File: src/rtl/dual_filter_mac_ctrl_if.sv
// Stream, multiplier and result signals of the dual-filter MAC sequencer.
// The master side is the sequencer; the slave side is its environment.
interface dual_filter_mac_ctrl_if #(
   parameter int ACC_W = 24,
   parameter int CNT_W = 12
);
   logic             start;
   logic [CNT_W-1:0] cfg_taps;
   logic             busy;
   logic             done;
   logic             act_valid;
   logic             act_ready;
   logic [7:0]       act_data;
   logic             wgt_valid;
   logic             wgt_ready;
   logic [7:0]       wgt_a;
   logic [7:0]       wgt_b;
   logic [7:0]       dsp_in_1;
   logic [7:0]       dsp_in_2;
   logic [7:0]       dsp_in_3;
   logic [15:0]      dsp_out1;
   logic [15:0]      dsp_out2;
   logic             res_valid;
   logic             res_ready;
   logic [ACC_W-1:0] res_a;
   logic [ACC_W-1:0] res_b;

   modport master (
      input  start, cfg_taps, act_valid, act_data, wgt_valid, wgt_a, wgt_b,
             dsp_out1, dsp_out2, res_ready,
      output busy, done, act_ready, wgt_ready, dsp_in_1, dsp_in_2, dsp_in_3,
             res_valid, res_a, res_b
   );

   modport slave (
      output start, cfg_taps, act_valid, act_data, wgt_valid, wgt_a, wgt_b,
             dsp_out1, dsp_out2, res_ready,
      input  busy, done, act_ready, wgt_ready, dsp_in_1, dsp_in_2, dsp_in_3,
             res_valid, res_a, res_b
   );
endinterface

File: src/rtl/dual_filter_mac_ctrl.sv
// Pairs activations with weight pairs, issues one tap per cycle to the packed
// dual multiplier and accumulates both filter sums over the configured taps.
module dual_filter_mac_ctrl #(
   parameter int DSP_LAT = 3,
   parameter int ACC_W   = 24,
   parameter int CNT_W   = 12
) (
   input  logic                 clk,
   input  logic                 rst_n,
   dual_filter_mac_ctrl_if.master bus
);
   localparam int NUM_LANES = 2;

   typedef enum logic [1:0] {S_IDLE, S_RUN, S_DRAIN, S_OUT} state_e;

   state_e                             state_q, state_d;
   logic [CNT_W-1:0]                   taps_q, taps_d;
   logic [CNT_W-1:0]                   issued_q, issued_d;
   logic [CNT_W-1:0]                   retired_q, retired_d;
   logic [NUM_LANES-1:0][ACC_W-1:0]    acc_q, acc_d;
   logic [NUM_LANES-1:0][ACC_W-1:0]    res_q, res_d;
   logic [2:0][7:0]                    op_q;
   logic [DSP_LAT:0]                   vld_pipe;
   logic [NUM_LANES-1:0][15:0]         prod;
   logic                               fire;
   logic                               pop;

   assign prod = {bus.dsp_out2, bus.dsp_out1};
   assign fire = (state_q == S_RUN) & bus.act_valid & bus.wgt_valid & (issued_q < taps_q);
   // Top bit of the valid pipe lines up with the products on dsp_out1/2.
   assign pop  = vld_pipe[DSP_LAT];

   assign bus.act_ready = fire;
   assign bus.wgt_ready = fire;
   assign bus.busy      = (state_q != S_IDLE);
   assign bus.res_valid = (state_q == S_OUT);
   assign bus.done      = (state_q == S_OUT) & bus.res_ready;
   assign bus.dsp_in_1  = op_q[0];
   assign bus.dsp_in_2  = op_q[1];
   assign bus.dsp_in_3  = op_q[2];
   assign bus.res_a     = res_q[0];
   assign bus.res_b     = res_q[1];

   always_comb begin
      state_d   = state_q;
      taps_d    = taps_q;
      issued_d  = issued_q;
      retired_d = retired_q;
      acc_d     = acc_q;
      res_d     = res_q;

      if (pop) begin
         for (int l = 0; l < NUM_LANES; l++)
            acc_d[l] = acc_q[l] + ACC_W'($signed(prod[l]));
         retired_d = retired_q + CNT_W'(1);
      end

      unique case (state_q)
         S_IDLE: begin
            if (bus.start) begin
               taps_d    = bus.cfg_taps;
               issued_d  = '0;
               retired_d = '0;
               acc_d     = '0;
               if (bus.cfg_taps == '0) begin
                  res_d   = '0;
                  state_d = S_OUT;
               end else begin
                  state_d = S_RUN;
               end
            end
         end
         S_RUN: begin
            if (fire) issued_d = issued_q + CNT_W'(1);
            if (issued_d == taps_q) state_d = S_DRAIN;
         end
         S_DRAIN: begin
            if (retired_d == taps_q) begin
               res_d   = acc_d;
               state_d = S_OUT;
            end
         end
         S_OUT: begin
            if (bus.res_ready) state_d = S_IDLE;
         end
         default: state_d = S_IDLE;
      endcase
   end

   always_ff @(posedge clk or negedge rst_n) begin
      if (!rst_n) begin
         state_q   <= S_IDLE;
         taps_q    <= '0;
         issued_q  <= '0;
         retired_q <= '0;
         acc_q     <= '0;
         res_q     <= '0;
         op_q      <= '0;
         vld_pipe  <= '0;
      end else begin
         state_q   <= state_d;
         taps_q    <= taps_d;
         issued_q  <= issued_d;
         retired_q <= retired_d;
         acc_q     <= acc_d;
         res_q     <= res_d;
         // Bubbles feed zero operands so a stray product can never be nonzero.
         op_q      <= fire ? {bus.act_data, bus.wgt_b, bus.wgt_a} : '0;
         vld_pipe  <= {vld_pipe[DSP_LAT-1:0], fire};
      end
   end
endmodule

File: src/flat_wrapper.sv
// flat-port wrapper written by rule: the top's interface ports become plain ports
module dual_filter_mac_ctrl_flat 
#(
   parameter int DSP_LAT = 3,
   parameter int ACC_W   = 24,
   parameter int CNT_W   = 12
)
  (clk, rst_n, bus_start, bus_cfg_taps, bus_act_valid, bus_act_data, bus_wgt_valid, bus_wgt_a, bus_wgt_b, bus_dsp_out1, bus_dsp_out2, bus_res_ready, bus_busy, bus_done, bus_act_ready, bus_wgt_ready, bus_dsp_in_1, bus_dsp_in_2, bus_dsp_in_3, bus_res_valid, bus_res_a, bus_res_b);
  dual_filter_mac_ctrl_if #(.ACC_W(ACC_W), .CNT_W(CNT_W)) bus_i ();
  input  logic clk;
  input  logic rst_n;
  input wire logic [$bits(bus_i.start)-1:0] bus_start;
  input wire logic [$bits(bus_i.cfg_taps)-1:0] bus_cfg_taps;
  input wire logic [$bits(bus_i.act_valid)-1:0] bus_act_valid;
  input wire logic [$bits(bus_i.act_data)-1:0] bus_act_data;
  input wire logic [$bits(bus_i.wgt_valid)-1:0] bus_wgt_valid;
  input wire logic [$bits(bus_i.wgt_a)-1:0] bus_wgt_a;
  input wire logic [$bits(bus_i.wgt_b)-1:0] bus_wgt_b;
  input wire logic [$bits(bus_i.dsp_out1)-1:0] bus_dsp_out1;
  input wire logic [$bits(bus_i.dsp_out2)-1:0] bus_dsp_out2;
  input wire logic [$bits(bus_i.res_ready)-1:0] bus_res_ready;
  output wire logic [$bits(bus_i.busy)-1:0] bus_busy;
  output wire logic [$bits(bus_i.done)-1:0] bus_done;
  output wire logic [$bits(bus_i.act_ready)-1:0] bus_act_ready;
  output wire logic [$bits(bus_i.wgt_ready)-1:0] bus_wgt_ready;
  output wire logic [$bits(bus_i.dsp_in_1)-1:0] bus_dsp_in_1;
  output wire logic [$bits(bus_i.dsp_in_2)-1:0] bus_dsp_in_2;
  output wire logic [$bits(bus_i.dsp_in_3)-1:0] bus_dsp_in_3;
  output wire logic [$bits(bus_i.res_valid)-1:0] bus_res_valid;
  output wire logic [$bits(bus_i.res_a)-1:0] bus_res_a;
  output wire logic [$bits(bus_i.res_b)-1:0] bus_res_b;
  assign bus_i.start = bus_start;
  assign bus_i.cfg_taps = bus_cfg_taps;
  assign bus_i.act_valid = bus_act_valid;
  assign bus_i.act_data = bus_act_data;
  assign bus_i.wgt_valid = bus_wgt_valid;
  assign bus_i.wgt_a = bus_wgt_a;
  assign bus_i.wgt_b = bus_wgt_b;
  assign bus_i.dsp_out1 = bus_dsp_out1;
  assign bus_i.dsp_out2 = bus_dsp_out2;
  assign bus_i.res_ready = bus_res_ready;
  assign bus_busy = bus_i.busy;
  assign bus_done = bus_i.done;
  assign bus_act_ready = bus_i.act_ready;
  assign bus_wgt_ready = bus_i.wgt_ready;
  assign bus_dsp_in_1 = bus_i.dsp_in_1;
  assign bus_dsp_in_2 = bus_i.dsp_in_2;
  assign bus_dsp_in_3 = bus_i.dsp_in_3;
  assign bus_res_valid = bus_i.res_valid;
  assign bus_res_a = bus_i.res_a;
  assign bus_res_b = bus_i.res_b;
  dual_filter_mac_ctrl #(.DSP_LAT(DSP_LAT), .ACC_W(ACC_W), .CNT_W(CNT_W)) u_core (.clk(clk), .rst_n(rst_n), .bus(bus_i));
endmodule
File: config.mk
export PLATFORM = sky130hd
export DESIGN_NAME = dual_filter_mac_ctrl_flat
export DESIGN_NICKNAME = d
export VERILOG_FILES = /design/src/rtl/dual_filter_mac_ctrl_if.sv /design/src/rtl/dual_filter_mac_ctrl.sv /design/src/flat_wrapper.sv
export SDC_FILE = /design/constraint.sdc
export NUM_CORES = 1
export LEC_CHECK = 0
export ABC_AREA = 1
export CELL_PAD_IN_SITES_DETAIL_PLACEMENT = 0
export CELL_PAD_IN_SITES_GLOBAL_PLACEMENT = 1
export CORE_UTILIZATION = 41
export DETAILED_ROUTE_END_ITERATION = 10
export GPL_ROUTABILITY_DRIVEN = 0
export PLACE_DENSITY = 0.91
export RECOVER_POWER = 25
export SYNTH_ARGS = -nofsm -noshare
export SYNTH_HDL_FRONTEND = slang
export SYNTH_SLANG_ARGS = --single-unit
File: constraint.sdc
create_clock -name clk -period 5.7 [get_ports clk]
set_input_delay 0.57 -clock clk [delete_from_list [all_inputs] [get_ports clk]]
set_output_delay 0.57 -clock clk [all_outputs]
set_load 0.01 [all_outputs]
==> implementation parameters, run 1 <==
Parameter                              Value

Timing
  Worst-margin pin slew ... 2850 ps
  Number of endpoints failing setup at the final stage ... 0
  Post-route worst hold slack ... 356 ps
  Final slew viol count ... 123
  Achievable Freq ... 0.251 GHz
  Worst setup skew after layout ... ~17 ps
  Max-slew headroom ... -0.903
  Worst Slack Setup Final ... 1720 ps
  Tcrit/Tclk final ... 0.699
  Total Neg Setup Slack ... 0 ps
  Minimum clock period after layout ... ~4000 ps
  Final count of hold timing violations ... 0
  Setup repair after global routing missed its margin ... no

Synthesis
  Simple-Gate Fraction of Synth Area ... 0.292
  Share of synthesized registers carrying an async set or reset ... 1.00
  Top area cells in the synthesized netlist ... sky130_fd_sc_hd__dfrtp_1 (39%), sky130_fd_sc_hd__nand2_1 (14%), sky130_fd_sc_hd__ha_1 (7.6%)
  Xor-xnor portion of the synthesized cell area ... 0.0414
  Number of storage elements in the synthesis netlist ... around 160
  EDFF count, synth ... 0
  Multiplexer area fraction after synthesis ... 0.0135
  Largest family of logic cells by synthesized area ... simple AND/OR/NAND/NOR gates
  Synth cell types ... 39
  Synthesized instance count ... between 1000 and 1500
  Sequential fraction of the synthesis area ... 0.391
  Warnings from Yosys ... 0
  Synth area leader ... sky130_fd_sc_hd__dfrtp_1
  Adder-cell area share of the yosys netlist ... 0.0800
  Share of the synthesized area in compound gates (AO/OA/AOI/OAI) ... 0.108
  Synthesized Nets ... around 1500
  Most used DFF post-synth ... sky130_fd_sc_hd__dfrtp_1
  Post-synth top area share ... 0.391
  Synthesized cell area ... about 0.010 mm^2
  Avg Synthesized Cell Area ... about 7.4 um^2

Routing
  Total iterations of the first detailed-routing run ... 5
  Drt via density ... 5.18
  DRC violation count after routing ... 0
  Average wire per standard cell ... between 15 and 20 um
  Via count of the routed design ... approximately 9700
  Count of nets left with antenna violations after detail routing ... 0
  Aggregate routed wire length ... approximately 29000 um
  Number of design-rule violations left by the first detailed-router iteration ... between 600 and 700

Clock tree
  Clock net sink count ... roughly 160
  CTS Root Cell ... sky130_fd_sc_hd__clkbuf_16
  Total setup buffers inserted after CTS ... 0
  CTS clock-pin slew for the worst setup and hold paths ... ~70 ps
  Resized Gates After CTS ... 0
  Number of hold buffers added after cts ... 0
  Maximum root-to-sink buffer count ... 2
  Cts bufs inserted ... 17
  Clock tree from TritonCTS ... yes
  Maximum level of the CTS H-tree ... 4
  Skew-Pair Late Insertion Delay ... 440 ps

Setup path
  Crit path cell chain ... clkbuf_1 > clkbuf_2
  Crit path launch ... rst_n
  Critical Path Sink Type ... asynchronous set/reset pin
  Required time reported for the critical path endpoint ... a little under 6000 ps
  Cells on worst reg2reg path ... 9
  Critical path fanouts, max ... 70
  FF-to-FF setup slack ... slightly above 2000 ps
  Worst EP arrival ... 4200 ps
  WS Path Type ... input pin to asynchronous set/reset pin
  Number of buffers and inverters on the critical path ... 2
  Max stage delay on crit path ... about 2000 ps
  Worst path top cell family by delay ... buffers and inverters
  Startpoint of the worst-slack reg-to-reg timing path ... u_core.state_q[0]
  Critical-path cell with the highest stage delay ... sky130_fd_sc_hd__clkbuf_1
  Kind of launch point of the worst setup path ... input pin
  Capture instance of the worst register-to-register path ... u_core.bus.res_b[5]

Finish
  Share of layout cells above drive strength 1 ... 0.0465
  Final instance count without filler cells ... around 1900
  Commonest non-fill, non-tap cell in the layout ... sky130_fd_sc_hd__nand2_1
  Final core area utilization ... 0.518
  N_diodes ... 0
  Synthesis-to-finish area growth ... 22.8%
  Most frequent cells in the layout ... sky130_fd_sc_hd__nand2_1 (377), sky130_fd_sc_hd__nor2_1 (183), sky130_fd_sc_hd__dfrtp_1 (162)
  Post-route design area ... between 0.01 and 0.015 mm^2
  Fin nets ... 1676

Power and ir drop
  Net Sw Frac ... 0.448
  Net switching power ... 2.63 mW
  Reg power frac ... 0.297
  Internal power summed over all cells ... ~3.2 mW
  Clock power share ... 0.212
  Worst voltage drop across the vdd grid ... ~0.20 mV
  Leakage power summed over all cells ... ~6.3 nW
  Pwr/cell area ... around 460 mW/mm^2
  Power share of the combinational group ... 0.491
  Overall power after layout ... slightly below 6 mW

Die
  Horizontal extent of the die ... 161 um
  Row cnt ... between 50 and 60
  I/O pins ... around 150
  Core area ... roughly 0.025 mm^2
  Initial core utilization ... 0.422
  Chip height ... ~160 um
  DIE AREA ... 0.0259 mm^2

Placed design
  PortBufs ... 150
  Placed cell area ... roughly 0.012 mm^2
  Inst Count DP ... ~1800
  HPWL reported at the end of detailed placement ... about 21000 um
  Pre-CTS worst setup slack ... between 2000 and 2500 ps

Flow run
  Count of max-cap constraint violations ... 2

Min path
  Worst min-delay path startpoint ... u_core.vld_pipe[0]
  Hold path endpoint ... u_core.vld_pipe[1]
  Hold crit path type ... register to register
  Number of instances on the worst hold path ... 0

Global route
  Global-route wire length before repair ... 47100 um
  Total congestion overflow after global routing ... 0
  Via count of the first global-routing pass ... just over 9000
  Largest net degree at the start of global routing ... 71
  Antenna violations before repair ... 0
  GR Util All Layers ... 0.229

Run status
  Violations in the final reports ... capacitance limit, slew limit
  Outcome ... finished with violations
-- layer usage --
| metal | track usage | up-vias | share of wire |
|---|---|---|---|
| li1 | - | 4839 | - |
| met1 | 0.303 | 4540 | 0.46 |
| met2 | 0.374 | 285 | 0.47 |
| met3 | 0.0395 | 44 | 0.053 |
| met4 | 0.0875 | 0 | 0.022 |
| met5 | 0 | - | 0 |
-- worst max path at each step --
| stage | cells past startpoint | end |
|---|---|---|
| CTS | 10 | bus_wgt_ready |
| detailed placement | 9 | u_core.bus.res_b[19] |
| global placement | 9 | u_core.bus.res_b[19] |
| global route | 2 | u_core.bus.dsp_in_1[1] |
| floorplan | 14 | u_core.bus.res_b[16] |
| finish | 2 | u_core.taps_q[2] |
-- power groups by stage --
stage / registers, mW / logic (mW) / clock network (mW)
2_1_floorplan: 1.71 / 2.02 / 0
3_3_place_gp: 1.75 / 2.81 / 0
3_5_place_dp: 1.76 / 2.85 / 0
4_1_cts: 1.74 / 2.87 / 1.26
5_1_grt: 1.78 / 3.26 / 1.31
6_report: 1.74 / 2.88 / 1.24
-- registers in the layout, indices dropped and copies added, names as in the netlist --
signal               flops
u_core.vld_pipe          4
u_core.issued_q         12
u_core.retired_q        12
u_core.bus.dsp_in_1      8
u_core.taps_q           12
u_core.bus.res_a        24
u_core.state_q           2
u_core.acc_q            48
u_core.bus.dsp_in_3      8
u_core.bus.res_b        24
u_core.bus.dsp_in_2      8
-- cell type report --
| class | count | area (um^2) |
|---|---|---|
| fill | 2408 | 11800 |
| clock inverter | 15 | 198 |
| sequential | 162 | 4050 |
| multi-input combinational | 1053 | 5540 |
| tap | 324 | 405 |
| clock buffer | 17 | 425 |
| inverter | 146 | 548 |
| timing repair buffer | 157 | 1550 |
-- logic make-up (layout without fill, tap and decap cells) --
logic type | Yosys count | after routing
fa+ha+maj | 65 | 65
simple gates | 721 | 721
buf+inv | 187 | 335
xor+xnor | 49 | 49
mux | 14 | 14
compound gates | 204 | 204
flops | 162 | 162
-- worst register-to-register path: stages (launching register included) --
cell and delay, ps:
sky130_fd_sc_hd__dfrtp_1 410, sky130_fd_sc_hd__inv_1 90, sky130_fd_sc_hd__ha_1 140, sky130_fd_sc_hd__buf_4 310, sky130_fd_sc_hd__inv_1 610, sky130_fd_sc_hd__o21ai_0 450, sky130_fd_sc_hd__nand3_2 600, sky130_fd_sc_hd__inv_2 740
sky130_fd_sc_hd__nand2_1 150, sky130_fd_sc_hd__nand2_1 90
-- cells in the mapped netlist (6+ instances only) --
cell	number
sky130_fd_sc_hd__a21o_1	7
sky130_fd_sc_hd__a21oi_1	63
sky130_fd_sc_hd__buf_2	8
sky130_fd_sc_hd__buf_6	6
sky130_fd_sc_hd__clkbuf_1	23
sky130_fd_sc_hd__dfrtp_1	162
sky130_fd_sc_hd__ha_1	63
sky130_fd_sc_hd__inv_1	141
sky130_fd_sc_hd__mux2i_1	14
sky130_fd_sc_hd__nand2_1	377
sky130_fd_sc_hd__nand2_2	10
sky130_fd_sc_hd__nand3_1	78
sky130_fd_sc_hd__nand4_1	37
sky130_fd_sc_hd__nor2_1	183
sky130_fd_sc_hd__nor3_1	15
sky130_fd_sc_hd__o21ai_0	89
sky130_fd_sc_hd__o21ai_1	7
sky130_fd_sc_hd__o21bai_1	9
sky130_fd_sc_hd__o22ai_1	13
sky130_fd_sc_hd__xnor2_1	10
sky130_fd_sc_hd__xor2_1	39
Power figures use the tool's default switching activity.
==> run 2: changes to the inputs <==
--- a/config.mk
+++ b/config.mk
@@ -8,10 +8,10 @@
 export ABC_AREA = 1
 export CELL_PAD_IN_SITES_DETAIL_PLACEMENT = 0
 export CELL_PAD_IN_SITES_GLOBAL_PLACEMENT = 1
-export CORE_UTILIZATION = 41
+export CORE_UTILIZATION = 36
 export DETAILED_ROUTE_END_ITERATION = 10
 export GPL_ROUTABILITY_DRIVEN = 0
-export PLACE_DENSITY = 0.91
+export PLACE_DENSITY = 0.86
 export RECOVER_POWER = 25
 export SYNTH_ARGS = -nofsm -noshare
 export SYNTH_HDL_FRONTEND = slang
==> constraint.sdc (replaced) <==
create_clock -name clk -period 3.45 [get_ports clk]
set_input_delay 0.345 -clock clk [delete_from_list [all_inputs] [get_ports clk]]
set_output_delay 0.345 -clock clk [all_outputs]
set_load 0.01 [all_outputs]
==> run 2 against run 1 <==
  * Total power increased by 66%
  * Utilization decreased by 5.9 points
  * Sequential power grew 64%
  * The run still ends with capacitance limit, slew limit left
  * Global-route usage fell by 1.7 points
  * First-iteration DRC count decreased by 12%
  * Combinational power rose by 70%
==> implementation parameters, run 2 (synthesized netlist as in run 1, its figures left out) <==
Parameter                              Value

Run status
  Outcome ... finished with violations
  Violations in the final reports ... capacitance limit, slew limit

Setup path
  Instance count on the critical path ... 10 (+8)
  WS Path Type ... register to primary output
  Kind of launch point of the worst setup path ... register
  Crit path launch ... u_core.taps_q[11]
  Capture instance of the worst register-to-register path ... u_core.bus.res_a[12]
  Dominant cell type by count on the critical path ... sky130_fd_sc_hd__nand2_1
  Number of buffers and inverters on the critical path ... 2 (unchanged)
  Cells on worst reg2reg path ... 13 (+4)
  Critical Path Sink Type ... primary output
  FF-to-FF setup slack ... 610 ps (-1440 ps)
  Max stage delay on crit path ... 630 ps (-1340 ps)
  Capture point of the critical path ... bus_act_ready
  Required time reported for the critical path endpoint ... 3110 ps (-2800 ps)
  Worst EP arrival ... 2790 ps (-1410 ps)
  Worst path top cell family by delay ... simple AND/OR/NAND/NOR gates
  Critical-path cell with the highest stage delay ... sky130_fd_sc_hd__clkdlybuf4s50_1
  Critical path fanouts, max ... 8 (-89%)
  Crit path cell chain ... inv_1 > ha_1 > nand2_1 > nor2_1 > nand2_1 > nand3_1 > nor2_4 > nand2_1 > nor2_2 > clkdlybuf4s50_1
  Startpoint of the worst-slack reg-to-reg timing path ... u_core.vld_pipe[3]

Routing
  Drt via density ... 5.04 (-2.7%)
  Number of design-rule violations left by the first detailed-router iteration ... 559 (-12%)
  Aggregate routed wire length ... 29900 um (+3.4%)
  Total iterations of the first detailed-routing run ... 6 (+1)
  DRC violation count after routing ... 0 (unchanged)
  Average wire per standard cell ... 15.4 um (-0.12%)
  Via count of the routed design ... 9776 (+0.70%)
  Count of nets left with antenna violations after detail routing ... 0 (unchanged)

Timing
  Total Neg Setup Slack ... 0 ps (unchanged)
  Tcrit/Tclk final ... 0.908
  Worst-margin pin slew ... 2030 ps (-829 ps)
  Number of endpoints failing setup at the final stage ... 0 (unchanged)
  Minimum clock period after layout ... around 3100 ps
  Worst Slack Setup Final ... 316 ps (-1400 ps)
  Max-slew headroom ... -0.351 (+0.552)
  Setup repair after global routing missed its margin ... no
  Final slew viol count ... 79 (-36%)
  Final count of hold timing violations ... 0 (unchanged)
  Achievable Freq ... around 0.32 GHz
  Worst setup skew after layout ... 16.5 ps (-0.100 ps)

Finish
  N_diodes ... 0 (unchanged)
  Most frequent cells in the layout ... sky130_fd_sc_hd__nand2_1 (377), sky130_fd_sc_hd__nor2_1 (183), sky130_fd_sc_hd__dfrtp_1 (162)
  Commonest non-fill, non-tap cell in the layout ... sky130_fd_sc_hd__nand2_1
  Most flops, register ... u_core.acc_q
  Final core area utilization ... 0.460 (-0.0587)
  Fin nets ... 1688 (+0.72%)
  Max reg flops ... 48 (unchanged)
  Synthesis-to-finish area growth ... 24.3%
  Share of layout cells above drive strength 1 ... 0.0538 (+0.00733)

Placed design
  PortBufs ... 150 (unchanged)
  Pre-CTS worst setup slack ... 440 ps (-1610 ps)
  HPWL reported at the end of detailed placement ... 21800 um (+2.1%)

Clock tree
  Resized Gates After CTS ... 0 (unchanged)
  Skew-Pair Late Insertion Delay ... 440 ps (about the same)
  Cts bufs inserted ... 17 (unchanged)
  Clock tree from TritonCTS ... yes
  CTS Root Cell ... sky130_fd_sc_hd__clkbuf_16
  Maximum level of the CTS H-tree ... 4 (unchanged)
  Clock net sink count ... 162 (unchanged)
  CTS clock-pin slew for the worst setup and hold paths ... 70 ps (about the same)
  Maximum root-to-sink buffer count ... 2 (unchanged)

Power and ir drop
  Pwr/cell area ... 755 mW/mm^2 (+64%)
  Leakage power summed over all cells ... 6.36 nW (+0.73%)
  Worst voltage drop across the vdd grid ... 0.351 mV (+79%)
  Overall power after layout ... 9.72 mW (+66%)

Min path
  Hold crit path type ... register to register

Die
  Core area ... 0.0280 mm^2 (+14%)
  DIE AREA ... 0.0295 mm^2 (+14%)
  I/O pins ... 151 (unchanged)
  Initial core utilization ... 0.370 (-0.0524)
  Horizontal extent of the die ... 172 um (+6.6%)
  Row cnt ... 61 (+7.0%)
  Chip height ... 172 um (+6.6%)

Global route
  Via count of the first global-routing pass ... 9769 (+4.5%)
  GR Util All Layers ... 0.212 (-0.0172)
  Global-route wire length before repair ... 49200 um (+4.5%)
  Antenna violations before repair ... 0 (unchanged)
  Largest net degree at the start of global routing ... 83 (+17%)
  Total congestion overflow after global routing ... 0 (unchanged)

Flow run
  Count of max-cap constraint violations ... 1 (-1)
## run 2: how the worst min path moves through the flow
stage / from / to / slack [ps] / cells after the start
floorplan: rst_n / u_core.acc_q[0] / 50 / 0
detailed placement: u_core.vld_pipe[2] / u_core.vld_pipe[3] / 340 / 0
CTS: u_core.vld_pipe[2] / u_core.vld_pipe[3] / 350 / 0
global route: u_core.vld_pipe[1] / u_core.vld_pipe[2] / 370 / 0
global placement: u_core.vld_pipe[2] / u_core.vld_pipe[3] / 330 / 0
finish: u_core.vld_pipe[2] / u_core.vld_pipe[3] / 350 / 0
## run 2: layout make-up
class | instances | area (um^2)
tap | 378 | 473
inverter | 146 | 548
sequential | 162 | 4050
fill | 2872 | 15100
clock buffer | 17 | 425
timing repair buffer | 169 | 1660
clock inverter | 15 | 170
multi-input combinational | 1053 | 5540
## run 2: power by group
part	internal [mW]	switching, mW
logic	1.85	3.06
registers	2.43	0.420
clock network	1.03	0.925
total	5.31	4.41
## run 2: per-layer routing
layer / GRT usage / share of wire
met1: 0.281 / 0.47
met2: 0.357 / 0.47
met3: 0.0366 / 0.047
met4: 0.0520 / 0.015
met5: 0 / 0
## run 2: stage by stage
| stage | instances | instance area, um^2 | hold slack [ps] |
|---|---|---|---|
| CTS | 1936 | 12900 | 352 |
| detailed placement | 1903 | 12200 | 337 |
| floorplan | 1402 | 10400 | 49.4 |
| global route | 1940 | 12900 | 369 |
| global placement | 1903 | 12200 | 333 |
| finish | 1940 | 12900 | 353 |
## run 2: worst register-to-register path: stages, from the launching register on
cell	delay, ps
sky130_fd_sc_hd__dfrtp_1	450
sky130_fd_sc_hd__nand2_1	90
sky130_fd_sc_hd__nor2_2	170
sky130_fd_sc_hd__nand2_1	90
sky130_fd_sc_hd__xor2_1	300
sky130_fd_sc_hd__xor2_1	270
sky130_fd_sc_hd__nand3_1	120
sky130_fd_sc_hd__nor2_1	100
sky130_fd_sc_hd__nand3_1	120
sky130_fd_sc_hd__nand2_1	120
sky130_fd_sc_hd__nand3_2	110
sky130_fd_sc_hd__inv_2	520
sky130_fd_sc_hd__nand2_1	240
sky130_fd_sc_hd__nand2_1	110
## run 2: what timing repair did
| action | 4_1_cts | 5_1_grt |
|---|---|---|
| setup endpoints to repair | 0 | 2 |
| hold buffers | 1 | 0 |
| buffers inserted | 0 | 4 |
| endpoints found under the hold margin | 40 | 0 |
